[config.mk]
export PLATFORM = sky130hd
export DESIGN_NAME = multicycle_controller
export DESIGN_NICKNAME = d
export VERILOG_FILES = /design/src/rtl/ctrl_pkg.sv /design/src/rtl/instr_decoder.sv /design/src/rtl/multicycle_controller.sv
export SDC_FILE = /design/constraint.sdc
export NUM_CORES = 1
export LEC_CHECK = 0
export BUFFER_PORTS_ARGS = -buffer_cell sky130_fd_sc_hd__buf_2
export CORE_MARGIN = 1
export CORE_UTILIZATION = 38
export DETAILED_ROUTE_END_ITERATION = 6
export PLACE_DENSITY = 0.71
export SLEW_MARGIN = 10
export SYNTH_ARGS = -nofsm -noshare
export SYNTH_HDL_FRONTEND = slang
export SYNTH_SLANG_ARGS = --single-unit
[constraint.sdc]
create_clock -name CLK -period 4.8 [get_ports CLK]
set_input_delay 0.96 -clock CLK [delete_from_list [all_inputs] [get_ports CLK]]
set_output_delay 0.96 -clock CLK [all_outputs]
set_load 0.005 [all_outputs]
[src/rtl/ctrl_pkg.sv]
// Shared encodings for the multicycle controller: opcodes, FSM states and control field values.
package ctrl_pkg;

  localparam logic [5:0] OP_RTYPE = 6'h00;
  localparam logic [5:0] OP_J     = 6'h02;
  localparam logic [5:0] OP_JAL   = 6'h03;
  localparam logic [5:0] OP_BNE   = 6'h05;
  localparam logic [5:0] OP_ADDI  = 6'h08;
  localparam logic [5:0] OP_XORI  = 6'h0E;
  localparam logic [5:0] OP_LW    = 6'h23;
  localparam logic [5:0] OP_SW    = 6'h2B;

  localparam logic [5:0] FN_JR    = 6'h08;
  localparam logic [5:0] FN_ADD   = 6'h20;
  localparam logic [5:0] FN_SUB   = 6'h22;
  localparam logic [5:0] FN_SLT   = 6'h2A;

  localparam logic [2:0] ALU_ADD = 3'b000;
  localparam logic [2:0] ALU_SUB = 3'b001;
  localparam logic [2:0] ALU_XOR = 3'b010;
  localparam logic [2:0] ALU_SLT = 3'b011;

  localparam logic [1:0] DST_RD  = 2'b00;
  localparam logic [1:0] DST_RT  = 2'b01;
  localparam logic [1:0] DST_R31 = 2'b10;

  localparam logic [1:0] M2R_ALU = 2'b00;
  localparam logic [1:0] M2R_MEM = 2'b01;
  localparam logic [1:0] M2R_PC  = 2'b10;

  localparam logic [1:0] FLT_NONE    = 2'b00;
  localparam logic [1:0] FLT_ILLEGAL = 2'b01;
  localparam logic [1:0] FLT_TIMEOUT = 2'b10;

  typedef enum logic [2:0] {
    FETCH  = 3'd0,
    DECODE = 3'd1,
    EXEC   = 3'd2,
    MEM    = 3'd3,
    WB     = 3'd4,
    HALT   = 3'd5
  } state_t;

  typedef enum logic [2:0] {
    CL_ALU = 3'd0,
    CL_LW  = 3'd1,
    CL_SW  = 3'd2,
    CL_BNE = 3'd3,
    CL_J   = 3'd4,
    CL_JAL = 3'd5,
    CL_JR  = 3'd6
  } iclass_t;

  typedef struct packed {
    logic       alu_src;
    logic [2:0] alu_op;
    logic [1:0] reg_dst;
    logic [1:0] mem_to_reg;
  } ctrl_t;

  typedef struct packed {
    iclass_t cls;
    ctrl_t   ctrl;
    logic    illegal;
  } dec_t;

  localparam ctrl_t CTRL_NONE = '{alu_src: 1'b0, alu_op: ALU_ADD, reg_dst: DST_RD, mem_to_reg: M2R_ALU};

  function automatic logic [31:0] jump_target(input logic [31:0] seq_pc, input logic [25:0] index);
    return {seq_pc[31:28], index, 2'b00};
  endfunction

endpackage

[src/rtl/instr_decoder.sv]
// Combinational classifier: opcode/funct to instruction class, static control fields and illegal flag.
module instr_decoder
  import ctrl_pkg::*;
(
  input  logic [5:0] i_op,
  input  logic [5:0] i_funct,
  output dec_t       o_dec
);

  // Opcode/funct lookup; anything not listed is illegal.
  always_comb begin
    o_dec = '{cls: CL_ALU, ctrl: CTRL_NONE, illegal: 1'b0};
    case (i_op)
      OP_RTYPE: begin
        case (i_funct)
          FN_ADD:  o_dec.ctrl.alu_op = ALU_ADD;
          FN_SUB:  o_dec.ctrl.alu_op = ALU_SUB;
          FN_SLT:  o_dec.ctrl.alu_op = ALU_SLT;
          FN_JR:   o_dec.cls = CL_JR;
          default: o_dec.illegal = 1'b1;
        endcase
      end
      OP_ADDI: begin
        o_dec.ctrl.alu_src = 1'b1;
        o_dec.ctrl.reg_dst = DST_RT;
      end
      OP_XORI: begin
        o_dec.ctrl.alu_src = 1'b1;
        o_dec.ctrl.alu_op  = ALU_XOR;
        o_dec.ctrl.reg_dst = DST_RT;
      end
      OP_LW: begin
        o_dec.cls             = CL_LW;
        o_dec.ctrl.alu_src    = 1'b1;
        o_dec.ctrl.reg_dst    = DST_RT;
        o_dec.ctrl.mem_to_reg = M2R_MEM;
      end
      OP_SW: begin
        o_dec.cls          = CL_SW;
        o_dec.ctrl.alu_src = 1'b1;
      end
      OP_BNE: begin
        o_dec.cls         = CL_BNE;
        o_dec.ctrl.alu_op = ALU_SUB;
      end
      OP_J:   o_dec.cls = CL_J;
      OP_JAL: begin
        o_dec.cls             = CL_JAL;
        o_dec.ctrl.reg_dst    = DST_R31;
        o_dec.ctrl.mem_to_reg = M2R_PC;
      end
      default: o_dec.illegal = 1'b1;
    endcase
  end

endmodule

[src/rtl/multicycle_controller.sv]
// Multicycle CPU sequencer: PC, fetch handshake and FETCH/DECODE/EXEC/MEM/WB control FSM.
// Optional macro INSTR_COUNT_EN adds the retired-instruction counter output instr_count.
module multicycle_controller
  import ctrl_pkg::*;
#(
  parameter logic [31:0] RESET_PC      = 32'h0000_0000,
  parameter int          FETCH_TIMEOUT = 255
) (
  input  logic        CLK,
  input  logic        reset,
  output logic        imem_req,
  output logic [31:0] imem_addr,
  input  logic        imem_ack,
  input  logic [31:0] imem_data,
  output logic [4:0]  Rs,
  output logic [4:0]  Rt,
  output logic [4:0]  Rd,
  output logic [15:0] imm,
  output logic [31:0] addedPC,
  output logic [1:0]  RegDst,
  output logic        RegWr,
  output logic        MemWr,
  output logic        ALUSrc,
  output logic [1:0]  MemToReg,
  output logic [2:0]  ALUCntrl,
  input  logic [31:0] Da,
  input  logic        isZero,
  output logic        halted,
  output logic [1:0]  fault
`ifdef INSTR_COUNT_EN
  ,
  output logic [31:0] instr_count
`endif
);

  localparam int         TMO_LAST_I = FETCH_TIMEOUT - 32'sd1;
  localparam logic [7:0] TMO_LAST   = TMO_LAST_I[7:0];

  state_t      r_state;
  logic [31:0] r_pc;
  logic [31:0] r_ir;
  logic [31:0] r_added_pc;
  logic [7:0]  r_tcnt;
  logic [1:0]  r_fault;
  logic        r_halted;
  logic        r_imem_req;
  logic        r_reg_wr;
  logic        r_mem_wr;
  ctrl_t       r_ctrl;

  dec_t        w_dec;
  logic [31:0] w_jump_pc;
  logic [31:0] w_branch_pc;

  instr_decoder u_dec (
    .i_op    (r_ir[31:26]),
    .i_funct (r_ir[5:0]),
    .o_dec   (w_dec)
  );

  assign w_jump_pc   = jump_target(r_added_pc, r_ir[25:0]);
  assign w_branch_pc = r_added_pc + {{14{r_ir[15]}}, r_ir[15:0], 2'b00};

  // Sequencer: state, PC, IR and every registered control output.
  always_ff @(posedge CLK) begin
    if (reset) begin
      r_state    <= FETCH;
      r_pc       <= RESET_PC;
      r_ir       <= 32'h0000_0000;
      r_added_pc <= 32'h0000_0000;
      r_tcnt     <= 8'h00;
      r_fault    <= FLT_NONE;
      r_halted   <= 1'b0;
      r_imem_req <= 1'b1;
      r_reg_wr   <= 1'b0;
      r_mem_wr   <= 1'b0;
      r_ctrl     <= CTRL_NONE;
    end else begin
      case (r_state)
        FETCH: begin
          if (imem_ack) begin
            r_ir       <= imem_data;
            r_added_pc <= r_pc + 32'd4;
            r_tcnt     <= 8'h00;
            r_imem_req <= 1'b0;
            r_state    <= DECODE;
          end else if (r_tcnt == TMO_LAST) begin
            r_fault    <= FLT_TIMEOUT;
            r_halted   <= 1'b1;
            r_imem_req <= 1'b0;
            r_state    <= HALT;
          end else begin
            r_tcnt <= r_tcnt + 8'h01;
          end
        end
        DECODE: begin
          if (w_dec.illegal) begin
            r_fault  <= FLT_ILLEGAL;
            r_halted <= 1'b1;
            r_state  <= HALT;
          end else if (w_dec.cls == CL_J) begin
            r_pc       <= w_jump_pc;
            r_imem_req <= 1'b1;
            r_state    <= FETCH;
          end else if (w_dec.cls == CL_JAL) begin
            r_pc     <= w_jump_pc;
            r_ctrl   <= w_dec.ctrl;
            r_reg_wr <= 1'b1;
            r_state  <= WB;
          end else begin
            r_ctrl  <= w_dec.ctrl;
            r_state <= EXEC;
          end
        end
        EXEC: begin
          case (w_dec.cls)
            CL_BNE: begin
              r_pc       <= isZero ? r_added_pc : w_branch_pc;
              r_ctrl     <= CTRL_NONE;
              r_imem_req <= 1'b1;
              r_state    <= FETCH;
            end
            CL_JR: begin
              r_pc       <= Da;
              r_ctrl     <= CTRL_NONE;
              r_imem_req <= 1'b1;
              r_state    <= FETCH;
            end
            CL_LW: r_state <= MEM;
            CL_SW: begin
              r_mem_wr <= 1'b1;
              r_state  <= MEM;
            end
            default: begin
              r_reg_wr <= 1'b1;
              r_state  <= WB;
            end
          endcase
        end
        MEM: begin
          if (w_dec.cls == CL_SW) begin
            r_mem_wr   <= 1'b0;
            r_pc       <= r_added_pc;
            r_ctrl     <= CTRL_NONE;
            r_imem_req <= 1'b1;
            r_state    <= FETCH;
          end else begin
            r_reg_wr <= 1'b1;
            r_state  <= WB;
          end
        end
        WB: begin
          // JAL already loaded its jump target in DECODE
          if (w_dec.cls != CL_JAL) begin
            r_pc <= r_added_pc;
          end
          r_reg_wr   <= 1'b0;
          r_ctrl     <= CTRL_NONE;
          r_imem_req <= 1'b1;
          r_state    <= FETCH;
        end
        HALT: begin
          r_state <= HALT;
        end
        default: begin
          r_reg_wr   <= 1'b0;
          r_mem_wr   <= 1'b0;
          r_imem_req <= 1'b0;
          r_halted   <= 1'b1;
          r_state    <= HALT;
        end
      endcase
    end
  end

`ifdef INSTR_COUNT_EN
  logic [31:0] r_instr_count;
  logic        w_retire;

  assign w_retire = ((r_state == DECODE) && (w_dec.cls == CL_J) && !w_dec.illegal) ||
                    ((r_state == EXEC) && ((w_dec.cls == CL_BNE) || (w_dec.cls == CL_JR))) ||
                    ((r_state == MEM) && (w_dec.cls == CL_SW)) ||
                    (r_state == WB);

  // Retired-instruction counter, bumped on each return to FETCH.
  always_ff @(posedge CLK) begin
    if (reset) begin
      r_instr_count <= 32'h0000_0000;
    end else if (w_retire) begin
      r_instr_count <= r_instr_count + 32'h0000_0001;
    end
  end

  assign instr_count = r_instr_count;
`endif

  // Strobes are masked by reset so nothing fires in the cycle reset is raised.
  assign imem_req  = r_imem_req & ~reset;
  assign RegWr     = r_reg_wr & ~reset;
  assign MemWr     = r_mem_wr & ~reset;
  assign imem_addr = r_pc;
  assign Rs        = r_ir[25:21];
  assign Rt        = r_ir[20:16];
  assign Rd        = r_ir[15:11];
  assign imm       = r_ir[15:0];
  assign addedPC   = r_added_pc;
  assign RegDst    = r_ctrl.reg_dst;
  assign ALUSrc    = r_ctrl.alu_src;
  assign MemToReg  = r_ctrl.mem_to_reg;
  assign ALUCntrl  = r_ctrl.alu_op;
  assign halted    = r_halted;
  assign fault     = r_fault;

endmodule
# Word-level counts from Yosys, hierarchy flattened
# Index checks and enable logic that the tools add are counted.
# Widths: inputs -> output; s select.
[word_totals]
elab_cells = 144
input_bits = 68
ff_bits = 121
output_inout_bits = 109
[classes]
n_eq_ne = 41
bitwise = 8
n_mux = 55
reduce_logical = 23
n_addsub = 3
[ops]
columns = ["operator", "n"]
rows = [
  ["$mux 32", 6],
  ["$pmux 32 s4", 1],
  ["$pmux 32 s2", 1],
  ["$mux 8", 6],
  ["$add 32x3->32 const B", 1],
  ["$add 32x32->32", 1],
  ["$pmux 8 s4", 1],
  ["$eq 6x6->1 const B", 5],
  ["$ne 2x2->1 const B", 13],
  ["$mux 3", 7],
  ["$reduce_or 4->1", 5],
  ["$eq 6x4->1 const B", 3],
  ["$pmux 3 s6", 1],
  ["$reduce_and 6->1", 3],
  ["$mux 1", 17],
  ["$pmux 2 s2", 4],
  ["$eq 3x3->1 const B", 5],
  ["$pmux 3 s5", 1],
  ["$eq 3x2->1 const B", 4],
  ["$eq 6x2->1 const B", 2],
  ["$ne 3x3->1 const B", 4],
  ["$add 8x1->8 const B", 1],
  ["$eq 8x8->1 const B", 1],
  ["$reduce_and 4->1", 2],
  ["22 further kinds", 35],
]

# Longest topological paths before layout
# Gate-level depths: netlist (run 1).
[depth]
depth_word = 8
ltp_mapped = 12

# Hierarchy
# Synthesis (run 1) repeated with hierarchy kept, for this count alone.
[hier_totals]
hier_cells = 1098
hier_area_um2 = 8245.4
[modules_own_cells]
columns = ["module", "n_inst", "area_per_inst_um2", "cells_each", "seq_area_each_um2"]
rows = [
  ["multicycle_controller", 1, 7877.6, 1047, 2422.3],
  ["instr_decoder", 1, 367.9, 51, 0.0],
]

# Worst setup path before layout (run 1)
# No wires, ideal clock.
[synth_path]
path_kind = "reg-to-reg"
start = "register r_ir[15]"
end = "register r_pc[31] (netlist: imem_addr[31])"
period_less_slack_ns = 2.728
slack_ns = 2.072
setup_time_ns = 0.129
path_stages_with_launch = 12
n_path_buf = 1
arrival_time_ns = 2.599
path_cell_list = "dfxtp_1 > ha_1 > clkbuf_1 > a21oi_1 > o21bai_1 > a21oi_1 > a21oi_1 > nor2_1 > a311oi_1 > nor3_1 > a2111oi_1 > o41ai_2"
[synth_between]
elab_chain_len = 4
[synth_lines]
columns = ["element", "line_no", "text"]
rows = [
  ["from (decl)", "multicycle_controller.sv:41", "logic [31:0] r_ir;"],
  ["from (signal assigned)", "multicycle_controller.sv:82", "r_ir <= imem_data;"],
  ["$add 32x32->32", "multicycle_controller.sv:62", "assign w_branch_pc = r_added_pc + {{14{r_ir[15]}}, r_ir[15:0], 2'b00};"],
  ["$mux 32", "multicycle_controller.sv:118", "r_pc <= isZero ? r_added_pc : w_branch_pc;"],
  ["$pmux 32 s2", "multicycle_controller.sv:116", "case (w_dec.cls)"],
  ["$pmux 32 s4", "multicycle_controller.sv:79", "case (r_state)"],
  ["to (signal assigned)", "multicycle_controller.sv:102", "r_pc <= w_jump_pc;"],
  ["to (signal assigned)", "multicycle_controller.sv:118", ""],
  ["to (signal assigned)", "multicycle_controller.sv:143", "r_pc <= r_added_pc;"],
  ["to (decl)", "multicycle_controller.sv:40", "logic [31:0] r_pc;"],
]
# No other way between the ends.
# A chain may end at the register's enable or synchronous reset.

# Final worst setup path (run 1)
# Same ends and word-level chain as after synthesis.

==> key figures, run 1 <==
GRT
  – Antenna violations before repair: 0
  – Met3 GRT Util: 0.0525
  – Global Route met1 Usage: 0.307
  – Met2 global-route usage: 0.368
  – GR peak layer: met2
  – Largest net degree at the start of global routing: 56
  – Gr ovfl total: 0
  – First-pass GRT wire length: 40.0 mm
  – Total GRT Usage: 0.233
  – Vias in the first global route: 7482

Routing
  – Total vias in the final route: 8063
  – WL/cell: 17.7 um
  – 1st-iter DRT viols: 606
  – Drt pass-1 iters: 4
  – Final WL: 25.2 mm
  – Drc violations: 0
  – Final antenna-violating net count: 0
  – Vias per cell: 5.66

Synth
  – Mapped Avg Cell Area: 7.69 um2
  – Yosys top cell area share: 0.297
  – Area contributors post-synth: dfxtp_1, nand2_1, nor2_1
  – Synth Flop Type: dfxtp_1
  – Seq/Total Area, Yosys: 0.297
  – YS warnings: 0
  – Ys async rst share: 0
  – Netlist cell types: 77
  – Yosys reg bits: 119
  – Synthesized net count: 1146
  – Mapped Area: 8030 um2
  – EDFF count, synth: 0
  – Synth Instances: 1044
  – Synth area leader: dfxtp_1

Placement
  – Routability Congestion: 0.904
  – Placed inst area: 8710 um2
  – Hpwl dp: 18.2 mm
  – Dpl ws: 1680 ps
  – Port-buffer cells: 175

Finish
  – Fillers: 2034
  – NumNets Final: 1244
  – Synth-to-Final Area Change: 16.1%
  – End-of-flow core utilization: 0.455
  – Most frequent cells in the layout: buf_2, nand2_1, dfxtp_1
  – Commonest non-fill, non-tap cell in the layout: buf_2
  – Final Cell Area: 9330 um2
  – Layout cells sized above 1: 0.207
  – N_diodes: 0

Timing
  – Min Tclk post-route: 3140 ps
  – Max-slew violation count: 0
  – Period utilization: 0.653
  – Final number of setup-violating endpoints: 0
  – RSZ-0062 raised after global routing: false
  – Layout Skew: 10.0 ps
  – Worst Tran Pin Value: 894 ps
  – Min Hold Slack: 475 ps
  – Final TNS setup: 0 ps
  – Slew headroom: 0.403
  – Setup slack after layout: 1660 ps
  – Max Fclk: 319 MHz
  – Final Hold Vio Count: 0

Setup path
  – Setup crit start kind: register
  – Flop-to-flop setup slack: 1660 ps
  – Critical path peak fanout: 23
  – Reg-to-reg startpoint: r_ir[15]
  – Arr. time, crit path: 3450 ps
  – Endpoint class of the critical path: register
  – Reg2reg end: imem_addr[31]
  – Worst setup path class: register to register
  – Worst EP required: 5120 ps
  – Worst reg-to-reg path cell count: 10

Hold path
  – WHS Endpoint: addedPC[1]
  – Min-Delay Path Depth: 2
  – Min-delay src: imem_addr[1]
  – HP Class: register to register

Power and ir drop
  – Pwr Density: 569 nW/um2
  – Lkg Pwr: 3.84 nW
  – Max VDD drop: 0.000266 V

Clock tree
  – CTS Buf Count: 17
  – Post-cts hold buffer count: 0
  – CTS sink count: 119
  – Root Buffer: clkbuf_16
  – Setup Buffers After CTS: 0
  – CTS clk-pin slew, worst paths: 60 ps
  – Latest clock arrival within the worst-skew pair: 430 ps
  – Post-CTS sizing: 0
  – CTS H-tree depth: 4
  – CTS tree: done
  – Maximum buffer depth of the clock tree: 2

Floorplanning
  – Boundary Pins: 177
  – Site Rows: 52
  – Die ar.: 21700 um2
  – Die Y: 147 um
  – Die width: 147 um
  – Starting Density: 0.392
  – Core Area: 20500 um2

Run status
  – Outcome: complete, no violations

Flow run
  – Max_cap viols: 0
[layout make-up]
| cell class | instances | area, um2 | share of cell area |
|---|---|---|---|
| timing repair buffer | 186 | 961 | 0.103 |
| sequential | 119 | 2380 | 0.255 |
| multi-input combinational | 800 | 4970 | 0.532 |
| tap | 270 | 338 | 0.0362 |
| inverter | 18 | 67.6 | 0.00724 |
| clock buffer | 19 | 433 | 0.0464 |
| clock inverter | 13 | 180 | 0.0193 |
[Yosys cell counts, types with 3 or more instances]
library cell and n:
buf_2 12, o211ai_1 23, clkbuf_1 52, buf_4 36, ha_1 33, xor2_1 38, a21o_2 3, a2111o_1 3
a32oi_1 8, nand3_1 34, nand2_1 137, o21ai_0 33, nor2_1 119, a21o_1 17, o21ai_1 5, a22oi_1 4
inv_1 18, a211oi_1 46, dfxtp_1 119, a221oi_1 17, nand4_1 13, clkbuf_8 4, and3_1 11, nor4_1 3
nand2b_1 14, a21oi_1 89, a311oi_1 15, nor3_1 26, xnor2_1 14, nand3b_1 3, o2111ai_1 4, a31oi_1 10
o22ai_1 3, nor2b_1 6, or3_1 7, mux2i_1 13, o31ai_1 4
[through the flow]
stage / total power, mW / std cells
after detailed placement: 3.96 / 1393
final: 5.31 / 1425
after CTS: 5.32 / 1425
after global routing: 5.68 / 1425
after global placement: 3.91 / 1393
after floorplan: 3.29 / 1044
[worst max-delay path: stages, from the launching register on]
cell,delay (ps)
dfxtp_1,900
ha_1,390
a21oi_1,100
o21bai_1,130
a21oi_1,160
a21oi_1,160
nor2_1,70
a311oi_1,450
nor3_1,110
a2111oi_1,450
o41ai_2,90
[flip-flops by register name, indices dropped and copies added (netlist names), 2 cells and up]
register   cells
RegDst         2
imem_addr     32
ALUCntrl       2
r_tcnt         8
addedPC       32
r_state        3
fault          2
r_ir          32
[power by group]
group	switching (mW)	total [mW]	internal (mW)
sequential	0.438	1.71	1.27
combinational	1.35	2.25	0.900
clock	0.489	1.35	0.864
[how the worst max path moves through the flow]
stage | start | endpoint | cells after the start
after floorplan | r_ir[15] | imem_addr[31] | 11
after global placement | r_ir[0] | imem_addr[30] | 12
after detailed placement | r_state[2] | imem_addr[9] | 8
after CTS | r_state[2] | imem_addr[9] | 8
after global routing | r_ir[15] | imem_addr[31] | 10
final | r_ir[15] | imem_addr[31] | 10
[cells by family (layout without fill, tap and decap cells)]
| group | count (synthesis) | count (layout) | synth area share |
|---|---|---|---|
| and+or+nand+nor | 389 | 389 | 0.220 |
| muxes | 13 | 13 | 0.0162 |
| xor gates and xnor gates | 52 | 52 | 0.0567 |
| adders and majority gates | 34 | 34 | 0.0539 |
| other | 1 | 1 | 0.000467 |
| AOI/OAI and AO/OA | 311 | 311 | 0.270 |
| buffers and inverters | 125 | 236 | 0.0864 |
| DFF | 119 | 119 | 0.297 |
[routing by layer]
layer / share of wire / vias up
li1: - / 3966
met1: 0.44 / 3731
met2: 0.45 / 319
met3: 0.076 / 47
met4: 0.028 / 0
met5: 0 / -
Note: power is estimated with default switching activity, not from simulation.
==> run 2, diff against run 1 <==
Settings changed: ABC_AREA set to 1, PLACE_DENSITY 0.71 to 0.73.
Clock period 4.8 ns to 2.5 ns, I/O delays scaled along.
==> key figures, run 2 <==
Run status
  – Outcome: complete, no violations

Finish
  – Fillers: 2477
  – Layout cells sized above 1: 0.181
  – Synth-to-Final Area Change: 21.6%
  – Most frequent cells in the layout: nand2_1, inv_1, buf_2
  – Multi-input logic area: 5320 um2
  – FF+latch area: 2380 um2
  – Commonest non-fill, non-tap cell in the layout: nand2_1
  – Final Cell Area: 11100 um2
  – N_diodes: 0
  – NumNets Final: 1809

Timing
  – Max Fclk: 410 MHz
  – Worst Tran Pin Value: 609 ps
  – Final Hold Vio Count: 0
  – Period utilization: 0.975
  – Slew headroom: 0.592
  – Final number of setup-violating endpoints: 0
  – Final TNS setup: 0 ps
  – Min Tclk post-route: 2440 ps
  – Max-slew violation count: 0
  – Setup slack after layout: 63.2 ps
  – Layout Skew: 9.20 ps
  – RSZ-0062 raised after global routing: false

Setup path
  – Critical path, cell by cell: inv_1 -> nand2_1 -> nand4_1 -> nand2_1 -> nand2_1 -> nand4_4 -> nand4_2 -> buf_4 -> nor3_1 -> nor2_1
  – Crit-path leading delay family: simple AND/OR/NAND/NOR gates
  – Buf+Inv Stages, Crit Path: 2
  – Arr. time, crit path: 2740 ps
  – Peak per-stage delay on the critical path: 410 ps
  – Endpoint class of the critical path: register
  – Worst setup path class: register to register
  – Most used cell, CP: nand2_1
  – Setup crit start kind: register
  – Critical path peak fanout: 21
  – Flop-to-flop setup slack: 60 ps
  – CP max stage cell: dfxtp_1
  – Worst EP required: 2800 ps

Synth
  – Ys async rst share: 0
  – Area fraction in compound gates after synthesis: 0.158
  – Simple-gate share of the synthesized area: 0.359
  – Mapped Area: 9100 um2
  – Most frequent cell after synthesis: nand2_1
  – Synth Area in XOR/XNOR: 0.0173
  – YS warnings: 0
  – Seq/Total Area, Yosys: 0.262
  – Synth area leader: dfxtp_1
  – Mapped Avg Cell Area: 5.95 um2
  – Netlist cell types: 51
  – Synth Flop Type: dfxtp_1
  – Adder-cell share of the synthesized area: 0.0475
  – Area contributors post-synth: dfxtp_1, nand2_1, inv_1
  – Largest family of logic cells by synthesized area: simple AND/OR/NAND/NOR gates
  – Synth top cells by count: nand2_1, inv_1, nor2_1, dfxtp_1, a21oi_1
  – EDFF count, synth: 0
  – Synthesized net count: 1632
  – Yosys top cell area share: 0.262
  – Mux contribution to synthesized area: 0
  – Yosys reg bits: 119
  – Synth Instances: 1530

Power and ir drop
  – Max VDD drop: 0.000496 V
  – Power, Total: 11.0 mW
  – Pwr Density: 998 nW/um2
  – Lkg Pwr: 5.74 nW

Floorplanning
  – Die width: 157 um
  – Boundary Pins: 177
  – Site Rows: 56
  – Die Y: 157 um
  – Core Area: 23500 um2
  – Die ar.: 24600 um2
  – Starting Density: 0.388

Placement
  – Hpwl dp: 27.1 mm
  – Placed inst area: 10400 um2
  – Dpl ws: 156 ps
  – Routability Congestion: 1.01
  – Port-buffer cells: 175

Clock tree
  – CTS sink count: 119
  – Maximum buffer depth of the clock tree: 2
  – CTS clk-pin slew, worst paths: 60 ps
  – CTS H-tree depth: 4
  – CTS Buf Count: 17
  – CTS tree: done
  – Latest clock arrival within the worst-skew pair: 430 ps
  – Setup Buffers After CTS: 0
  – Root Buffer: clkbuf_16

Routing
  – Final antenna-violating net count: 0
  – Final WL: 34.7 mm
  – Vias per cell: 5.25
  – Drt pass-1 iters: 6
  – WL/cell: 17.0 um
  – 1st-iter DRT viols: 1080
  – Drc violations: 0
  – Total vias in the final route: 10704

Hold path
  – HP Class: input port to register

GRT
  – Antenna violations before repair: 1
  – Vias in the first global route: 9641
  – Total GRT Usage: 0.282
  – First-pass GRT wire length: 52.8 mm
  – Gr ovfl total: 0
  – Largest net degree at the start of global routing: 38

Flow run
  – Max_cap viols: 0
[run 2: logic make-up (layout without fill, tap and decap cells)]
family / after synthesis / in the layout
AOI/OAI and AO/OA: 255 / 255
xor gates and xnor gates: 18 / 18
adders and majority gates: 34 / 34
buffers and inverters: 332 / 522
DFF: 119 / 119
other: 1 / 1
and+or+nand+nor: 771 / 771
[run 2: per-layer routing]
| layer | GRT usage | vias to the layer above | wire length (um) |
|---|---|---|---|
| met2 | 0.439 | 575 | 15100 |
| met5 | 0 | - | 13 |
| li1 | - | 5209 | - |
| met1 | 0.375 | 4831 | 14800 |
| met3 | 0.0712 | 87 | 3700 |
| met4 | 0.101 | 2 | 1070 |
[run 2: area by class of cell]
cell class | count | share of cell area
multi-input cells | 1079 | 0.480
flip-flops and latches | 119 | 0.215
repair buffers | 237 | 0.122
inverters | 253 | 0.0858
clock buffers | 19 | 0.0409
well taps | 319 | 0.0361
clock inverters | 13 | 0.0197
[run 2: metrics by stage]
| step | std cells | hold slack [ps] | utilization |
|---|---|---|---|
| final | 2039 | 267 | 0.472 |
| after global routing | 2039 | 279 | 0.472 |
| after CTS | 2039 | 261 | 0.471 |
| after detailed placement | 2007 | 448 | 0.443 |
| after global placement | 2007 | 446 | 0.443 |
| after floorplan | 1530 | 428 | - |
[run 2: report_power, final]
part / internal (mW) / switching (mW)
clock: 1.84 / 0.996
combinational: 1.90 / 3.38
sequential: 2.37 / 0.560
[run 2: tightest hold or removal path, stage by stage]
cell and delay [ps]:
buf_2 70, nand2_1 40, o21ai_0 50
[run 2: worst paths after layout]
kind,from,to,depth (start not counted)
worst max register to register,r_ir[1],imem_addr[13],10
worst min-delay path,imem_data[29],r_ir[29],3
worst max-delay path,r_ir[1],imem_addr[13],10
worst min register to register,r_imem_req,r_imem_req,2
[run 2: timing repair]
action | 4_1_cts | 5_1_grt
gates resized for setup | 0 | 2
endpoints found under the setup margin | 0 | 6
hold buffers | 0 | 0
==> run 3, diff against run 2 <==
Settings changed: CORE_ASPECT_RATIO set to 0.6.
==> key figures, run 3 (same netlist as run 2, synthesis figures left out) <==
Timing
  – Slew headroom: 0.587
  – Final TNS setup: 0 ps
  – Layout Skew: 11.4 ps
  – Period utilization: 0.967
  – Final number of setup-violating endpoints: 0
  – RSZ-0062 raised after global routing: false
  – Setup slack after layout: 81.6 ps
  – Worst Tran Pin Value: 618 ps
  – Final Hold Vio Count: 0
  – Min Tclk post-route: 2420 ps
  – Max Fclk: 414 MHz
  – Max-slew violation count: 0

Clock tree
  – CTS Buf Count: 17
  – Root Buffer: clkbuf_16
  – Maximum buffer depth of the clock tree: 2
  – CTS tree: done
  – Post-cts hold buffer count: 0
  – CTS sink count: 119
  – CTS H-tree depth: 4
  – CTS clk-pin slew, worst paths: 60 ps
  – Latest clock arrival within the worst-skew pair: 420 ps

Setup path
  – Critical path, cell by cell: ha_1 -> buf_4 -> nand2_1 -> nand2_1 -> a21oi_1 -> nand3_1 -> or2_2 -> nand2_1 -> a21oi_1 -> nor3_1 -> nor2_1
  – Worst Setup SP: r_ir[9]
  – Buf+Inv Stages, Crit Path: 1
  – Endpoint class of the critical path: register
  – Worst EP required: 2810 ps
  – Reg-to-reg startpoint: r_ir[9]
  – Worst setup path class: register to register
  – Setup crit start kind: register
  – Arr. time, crit path: 2730 ps
  – Critical path peak fanout: 4
  – Worst path depth: 11
  – Most used cell, CP: nand2_1
  – Worst reg-to-reg path cell count: 11
  – Peak per-stage delay on the critical path: 380 ps
  – Crit-path leading delay family: simple AND/OR/NAND/NOR gates
  – CP max stage cell: or2_2

Floorplanning
  – Die Y: 122 um
  – Die ar.: 24600 um2
  – Starting Density: 0.391
  – Die width: 202 um
  – Boundary Pins: 177
  – Core Area: 23300 um2
  – Site Rows: 43

Power and ir drop
  – Gate power share: 0.495
  – Switching Fraction: 0.454
  – Power, Total: 10.9 mW
  – Pint: 5.96 mW
  – Lkg Pwr: 5.79 nW
  – Clock power share: 0.236
  – Flop pwr share: 0.269
  – Net Switching: 4.95 mW
  – Pwr Density: 980 nW/um2
  – Max VDD drop: 0.000704 V

Finish
  – Multi-input logic area: 5310 um2
  – End-of-flow core utilization: 0.478
  – FF+latch area: 2380 um2
  – Fillers: 2480
  – N_diodes: 0
  – Post-route insts no fill: 2052
  – Most frequent cells in the layout: nand2_1, inv_1, buf_2
  – Layout cells sized above 1: 0.188
  – NumNets Final: 1826
  – Synth-to-Final Area Change: 22.3%
  – Commonest non-fill, non-tap cell in the layout: nand2_1

Run status
  – Outcome: complete, no violations

Hold path
  – Min-Delay Path Depth: 3
  – Min-delay src: imem_data[21]
  – HP Class: input port to register

GRT
  – GR peak layer: met1
  – Met3 GRT Util: 0.0803
  – Largest net degree at the start of global routing: 39
  – Met2 global-route usage: 0.401
  – Total GRT Usage: 0.294
  – First-pass GRT wire length: 54.7 mm
  – Global Route met1 Usage: 0.446
  – Antenna violations before repair: 0
  – Vias in the first global route: 9478
  – Gr ovfl total: 0

Flow run
  – Max_cap viols: 0

Routing
  – 1st-iter DRT viols: 1229
  – Final WL: 36.9 mm
  – Total vias in the final route: 10964
  – Drt pass-1 iters: 6
  – Vias per cell: 5.34
  – Drc violations: 0
  – WL/cell: 18.0 um
  – Final antenna-violating net count: 0

Placement
  – Placed insts: 2020
  – Port-buffer cells: 175
  – Dpl ws: 152 ps
  – Routability Congestion: 1.04
  – Hpwl dp: 29.1 mm
[run 3: cell types whose count changed in the layout (fill, tap and decap cells not counted), moves of 2 or more]
cell and change:
clkbuf_1 +4, clkinv_4 -3, inv_6 -2, bufinv_16 -2
buf_4 +16, clkinv_2 +2
[run 3: repair_timing]
action                                  4_1_cts  5_1_grt
resized for setup                             0        4
endpoints found under the setup margin        0        7
buffers inserted                              0        0
[run 3: path summary, 6_finish.rpt]
kind / endpoint / slack, ps
worst min register to register: r_imem_req / 460
worst min-delay path: r_ir[21] / 280
worst max-delay path: imem_addr[12] / 80
worst max register to register: imem_addr[12] / 80
[run 3: routing by layer]
layer	vias to the layer above	part of all wire
li1	5234	-
met5	-	0
met2	710	0.37
met3	67	0.14
met1	4953	0.47
met4	0	0.019
[run 3: metrics by stage]
step	area, um2	hold slack (ps)
global placement	10500	446
CTS	11100	268
finish	11100	279
detailed placement	10500	447
global route	11100	274
floorplan	9100	428
[run 3: tightest hold or removal path: stages]
cell and delay (ps):
buf_2 80, nand2_1 40, o21ai_0 50
[run 3: area by class of cell]
class | count | share of cell area
Clock inverter | 8 | 0.0108
Timing Repair Buffer | 254 | 0.134
Clock buffer | 24 | 0.0433
Multi-Input combinational cell | 1079 | 0.477
Inverter | 253 | 0.0853
Sequential cell | 119 | 0.214
Tap cell | 315 | 0.0354
[run 3: power groups by stage]
stage	combinational (mW)	clock [mW]	sequential [mW]
finish	5.41	2.58	2.93
global route	5.91	2.70	2.97
CTS	5.28	2.59	2.90
detailed placement	5.25	0	2.94
global placement	5.19	0	2.93
floorplan	3.44	0	2.84
